### src/rtl/hud_pkg.sv
// rtl/hud_pkg.sv - shared HUD glyph geometry, FSM states and 3x5 digit font
package hud_pkg;

    localparam int GLYPH_W    = 3;
    localparam int GLYPH_H    = 5;
    localparam int SLOT_PITCH = 4;

    typedef enum logic [1:0] {
        IDLE,
        DRAW,
        DONE
    } state_t;

    // Row 0 is the top row; bit 2 of each row is the leftmost glyph column.
    localparam logic [2:0] GLYPH [16][5] = '{
        '{3'b111, 3'b101, 3'b101, 3'b101, 3'b111},
        '{3'b010, 3'b110, 3'b010, 3'b010, 3'b111},
        '{3'b111, 3'b001, 3'b111, 3'b100, 3'b111},
        '{3'b111, 3'b001, 3'b111, 3'b001, 3'b111},
        '{3'b101, 3'b101, 3'b111, 3'b001, 3'b001},
        '{3'b111, 3'b100, 3'b111, 3'b001, 3'b111},
        '{3'b111, 3'b100, 3'b111, 3'b101, 3'b111},
        '{3'b111, 3'b001, 3'b001, 3'b001, 3'b001},
        '{3'b111, 3'b101, 3'b111, 3'b101, 3'b111},
        '{3'b111, 3'b101, 3'b111, 3'b001, 3'b111},
        '{3'b000, 3'b000, 3'b111, 3'b000, 3'b000},
        '{3'b000, 3'b000, 3'b111, 3'b000, 3'b000},
        '{3'b000, 3'b000, 3'b111, 3'b000, 3'b000},
        '{3'b000, 3'b000, 3'b111, 3'b000, 3'b000},
        '{3'b000, 3'b000, 3'b111, 3'b000, 3'b000},
        '{3'b000, 3'b000, 3'b111, 3'b000, 3'b000}
    };

endpackage

### src/rtl/hud_glyph_rom.sv
// rtl/hud_glyph_rom.sv - combinational lookup of one 3-bit glyph row
module hud_glyph_rom
    import hud_pkg::*;
(
    input  logic [3:0] digit,
    input  logic [2:0] row,
    output logic [2:0] bits
);

    always_comb begin
        bits = 3'b000;
        if (row < 3'(GLYPH_H)) begin
            bits = GLYPH[digit][row];
        end
    end

endmodule

### src/rtl/hud_digit_plotter.sv
// rtl/hud_digit_plotter.sv - paints latched BCD digits as 3x5 glyphs, one pixel per clock (HUD_LEADING_BLANK_EN blanks leading zeros)
module hud_digit_plotter
    import hud_pkg::*;
#(
    parameter int         NUM_DIGITS = 6,
    parameter logic [7:0] ORIGIN_X   = 8'd0,
    parameter logic [6:0] ORIGIN_Y   = 7'd0,
    parameter logic [2:0] FG_COLOUR  = 3'b111,
    parameter logic [2:0] BG_COLOUR  = 3'b000
) (
    input  logic                    clk,
    input  logic                    reset,
    input  logic                    start,
    input  logic [4*NUM_DIGITS-1:0] digits,
    output logic                    busy,
    output logic                    done,
    output logic [7:0]              x,
    output logic [6:0]              y,
    output logic [2:0]              colour,
    output logic                    plot
);

    localparam int SLOT_W = (NUM_DIGITS > 1) ? $clog2(NUM_DIGITS) : 1;
    localparam logic [SLOT_W-1:0] LAST_SLOT = SLOT_W'(NUM_DIGITS - 1);

    state_t                  state;
    logic [4*NUM_DIGITS-1:0] shadow;
    logic [SLOT_W-1:0]       slot;
    logic [2:0]              row;
    logic [1:0]              col;
    logic [3:0]              cur_digit;
    logic [2:0]              glyph_bits;
    logic                    glyph_bit;
    logic                    blank;
    logic                    lit;
    logic                    last_pixel;
`ifdef HUD_LEADING_BLANK_EN
    logic                    lead_zero;
`endif

    // Slot 0 is leftmost and shows the most significant digit.
    always_comb begin
        cur_digit = 4'd0;
        blank     = 1'b0;
`ifdef HUD_LEADING_BLANK_EN
        lead_zero = 1'b1;
`endif
        for (int s = 0; s < NUM_DIGITS; s++) begin
`ifdef HUD_LEADING_BLANK_EN
            lead_zero = lead_zero && (shadow[4*(NUM_DIGITS-1-s) +: 4] == 4'd0);
`endif
            if (slot == SLOT_W'(s)) begin
                cur_digit = shadow[4*(NUM_DIGITS-1-s) +: 4];
`ifdef HUD_LEADING_BLANK_EN
                blank = lead_zero && (s != NUM_DIGITS - 1);
`endif
            end
        end
    end

    hud_glyph_rom u_glyph_rom (
        .digit (cur_digit),
        .row   (row),
        .bits  (glyph_bits)
    );

    always_comb begin
        case (col)
            2'd0:    glyph_bit = glyph_bits[2];
            2'd1:    glyph_bit = glyph_bits[1];
            2'd2:    glyph_bit = glyph_bits[0];
            default: glyph_bit = 1'b0;
        endcase
        lit        = glyph_bit && !blank;
        last_pixel = (slot == LAST_SLOT) && (row == 3'(GLYPH_H - 1))
                     && (col == 2'(SLOT_PITCH - 1));
    end

    always_ff @(posedge clk) begin
        if (reset) begin
            state  <= IDLE;
            shadow <= '0;
            slot   <= '0;
            row    <= '0;
            col    <= '0;
            busy   <= 1'b0;
            done   <= 1'b0;
            plot   <= 1'b0;
            x      <= '0;
            y      <= '0;
            colour <= BG_COLOUR;
        end else begin
            case (state)
                IDLE: begin
                    done <= 1'b0;
                    plot <= 1'b0;
                    busy <= 1'b0;
                    if (start) begin
                        shadow <= digits;
                        slot   <= '0;
                        row    <= '0;
                        col    <= '0;
                        state  <= DRAW;
                    end
                end
                DRAW: begin
                    plot   <= 1'b1;
                    busy   <= 1'b1;
                    x      <= ORIGIN_X + 8'(slot) * 8'(SLOT_PITCH) + 8'(col);
                    y      <= ORIGIN_Y + 7'(row);
                    colour <= lit ? FG_COLOUR : BG_COLOUR;
                    if (last_pixel) begin
                        slot  <= '0;
                        row   <= '0;
                        col   <= '0;
                        state <= DONE;
                    end else if (col == 2'(SLOT_PITCH - 1)) begin
                        col <= '0;
                        if (row == 3'(GLYPH_H - 1)) begin
                            row  <= '0;
                            slot <= slot + SLOT_W'(1);
                        end else begin
                            row <= row + 3'd1;
                        end
                    end else begin
                        col <= col + 2'd1;
                    end
                end
                DONE: begin
                    plot  <= 1'b0;
                    busy  <= 1'b0;
                    done  <= 1'b1;
                    state <= IDLE;
                end
                default: state <= IDLE;
            endcase
        end
    end

endmodule

### config.mk
export PLATFORM = sky130hd
export DESIGN_NAME = hud_digit_plotter
export DESIGN_NICKNAME = d
export VERILOG_FILES = /design/src/rtl/hud_pkg.sv /design/src/rtl/hud_glyph_rom.sv /design/src/rtl/hud_digit_plotter.sv
export SDC_FILE = /design/constraint.sdc
export NUM_CORES = 1
export LEC_CHECK = 0
export ABC_CLOCK_PERIOD_IN_PS = 8200
export CORE_MARGIN = 3
export CORE_UTILIZATION = 35
export CTS_CLUSTER_DIAMETER = 40
export CTS_CLUSTER_SIZE = 20
export DETAILED_ROUTE_END_ITERATION = 16
export PLACE_DENSITY = 0.55
export SYNTH_ARGS = -nofsm -noshare
export SYNTH_HDL_FRONTEND = slang
export SYNTH_HIERARCHICAL = 1
export SYNTH_SLANG_ARGS = --single-unit
### constraint.sdc
create_clock -name clk -period 8.2 [get_ports clk]
set_input_delay 2.46 -clock clk [delete_from_list [all_inputs] [get_ports clk]]
set_output_delay 2.46 -clock clk [all_outputs]
set_load 0.05 [all_outputs]
==> flow_summary.ini <==
[timing]
fmax_mhz = 254
tns_ns = 0
worst_slew_pin_slew_ns = 0.918
skew_ns = 0.00579
min_period_ns = 3.94
rsz0062_at_grt = no
hold_viol_final = 0
layout_worst_path_cycle_share = 0.480
relSlewSlack = 0.387
drv_slew = 0
setup_viol = 0

[setup_path]
crit_family = buffers and inverters
slowest_stage = clkdlybuf4s50_1
cp.required_ns = 5.74
end_kind = output pin
cp_slowest_stage_delay_ns = 0.81
critPathLaunchType = flop
critPathMaxFanout = 4
worstPathCellList = clkdlybuf4s50_1
worstSetupPathType = reg -> out
cp.arrival_ns = 1.48
critical_path_buf_inv_count = 1

[clocking]
postCtsHoldBufs = 0
cts_tree = done
ctsRootBufferMaster = clkbuf_8
numCtsBuffers = 5
cts_buffer_depth = 2
cts_setup_buffers = 0
clk_pin_slew_ns = 0.08
postCtsResizedCells = 0
cts_sinks = 45
worstSkewPairLatency_ns = 0.30
htree_levels = 2

[synthesis]
synth_area_leader_cell = dfxtp_1
synth_top_family_by_area = simple AND/OR/NAND/NOR gates
synth_mux_area_frac = 0.0315
yosysWarnings = 6
synth_most_common_cell = nand2_1
ys_top_cells_by_area = dfxtp_1 35%, nand2_1 12%, ha_1 8.7%
synth_top_flop_cell = dfxtp_1
yosys.area_share.simple = 0.222
synth_common_cells = 80 x nand2_1, 45 x dfxtp_1, 43 x a21oi_1
ys_seq_area_frac = 0.349
synth_compound_area_frac = 0.205
syn_inst = 328
synth_seq_cells = 45
synth_edf_count = 0
yosys.area_share.adder = 0.0872
synth-xor-area-share = 0
async_flop_share = 0
synth_top_area_frac = 0.349
synth_cell_types = 50
syn_area_um2 = 2580
syn_avg_cell_area_um2 = 7.88

[routing]
drt_iter0_markers = 197
drtAntennaViolNets = 0
drcViolationCount = 0
routed_wl_um = 5860
dr.pass1.iters = 4
via_count = 2224
viasPerCell = 4.98
wl_per_cell_um = 13.1

[flow_run]
max_cap_violations = 0

[floorplanning]
initial_core_util = 0.370
die_h_um = 91.9
io-pin-count = 48
core_area_um2 = 6980
dieArea_um2 = 8450
row_count = 30
die_w_um = 91.9

[placed_design]
port_buffers = 40
gp_congestion = 0.747
dp_hpwl_um = 4010

[global_route]
grt_start_max_net_pins = 44
grt.total_usage = 0.143
grt_pass1_vias = 2157
gr-total-overflow = 0
antenna_found_initial = 0
grt_pass1_wl_um = 9920

[layout]
fin_nets = 395
drive_gt1_frac = 0.0370
area_delta_synth_final_pct = 16.4
n_antenna_cell = 0

[hold_path]
min_path_type = reg -> reg

[pwr]
p_leak_nw = 1.07
power.total_mw = 0.462
max-vdd-ir-drop_mv = 0.0618
pwr_density_cell_nw_per_um2 = 154

[outcome]
status = complete, no violations
## metal layers
layer,part of all wire,global-route usage,wire length [um]
met1,0.50,0.185,2910
met2,0.46,0.234,2700
met3,0.027,0.0263,156
met4,0.017,0.0606,97
met5,0,0,0
## cell families (layout without fill, tap and decap cells)
kind of cell	count (synthesis)	count (layout)
DFF	45	45
adders and majority gates	18	18
AOI/OAI and AO/OA	86	86
muxes	8	8
buffers and inverters	49	66
and+or+nand+nor	121	121
other	1	7
## path summary, 6_finish.rpt
path                            cells past startpoint                endpoint              startpoint  slack, ns
worst max register to register                     13  colour[1]$_SDFFE_PP0P_    slot[0]$_SDFFE_PP0P_       4.50
worst min-delay path                                2       x[3]$_SDFFE_PP0P_       x[3]$_SDFFE_PP0P_       0.45
worst min register to register                      2       x[3]$_SDFFE_PP0P_       x[3]$_SDFFE_PP0P_       0.45
worst max-delay path                                1               colour[0]  colour[1]$_SDFFE_PP0P_       4.26
## metrics by stage
step | area, um^2 | hold WS (ns) | setup slack (ns) | util | instances
floorplan | 2610 | 0.436 | 4.81 | - | 334
global placement | 2930 | 0.446 | 3.99 | 0.419 | 439
detailed placement | 2930 | 0.447 | 4.02 | 0.419 | 439
CTS | 3010 | 0.458 | 4.24 | 0.431 | 447
global route | 3010 | 0.478 | 4.10 | 0.431 | 447
finish | 3010 | 0.455 | 4.26 | 0.431 | 447
## placed cells by master, fill, tap and decap left out, types with 2 or more instances in the layout
cell	count
nand2_1	80
dfxtp_1	45
a21oi_1	43
clkdlybuf4s50_1	40
ha_1	18
inv_1	17
o21ai_0	13
mux2i_1	7
conb_1	7
nor2_1	6
nor2b_1	5
nand2b_1	5
nand3_1	5
a31oi_1	5
clkbuf_8	5
nand3b_1	4
o211ai_1	3
or3_1	3
clkbuf_1	3
a211oi_1	2
nor3b_1	2
a32o_1	2
a21o_1	2
nand4_1	2
o2111ai_1	2
## sequential cells by signal, indices dropped and copies added (netlist names)
register and count:
col 2, plot 1, done 1, shadow 24, row 3, y 3, x 5, slot 3
colour 1, state 2
## power by group
group	internal, mW	total, mW	switching, mW	leakage (nW)
registers	0.228	0.237	0.00904	0.367
clock network	0.0607	0.134	0.0736	0.0395
logic	0.0361	0.0904	0.0542	0.660
total	0.325	0.462	0.137	1.07
## cell type report
| cell class | instances | area [um^2] |
|---|---|---|
| fill | 739 | 3970 |
| timing repair buffer | 41 | 408 |
| clock buffer | 8 | 80.1 |
| sequential | 45 | 901 |
| inverter | 17 | 63.8 |
| tap | 96 | 120 |
| multi-input combinational | 240 | 1440 |
Power figures use the tool's default switching activity.
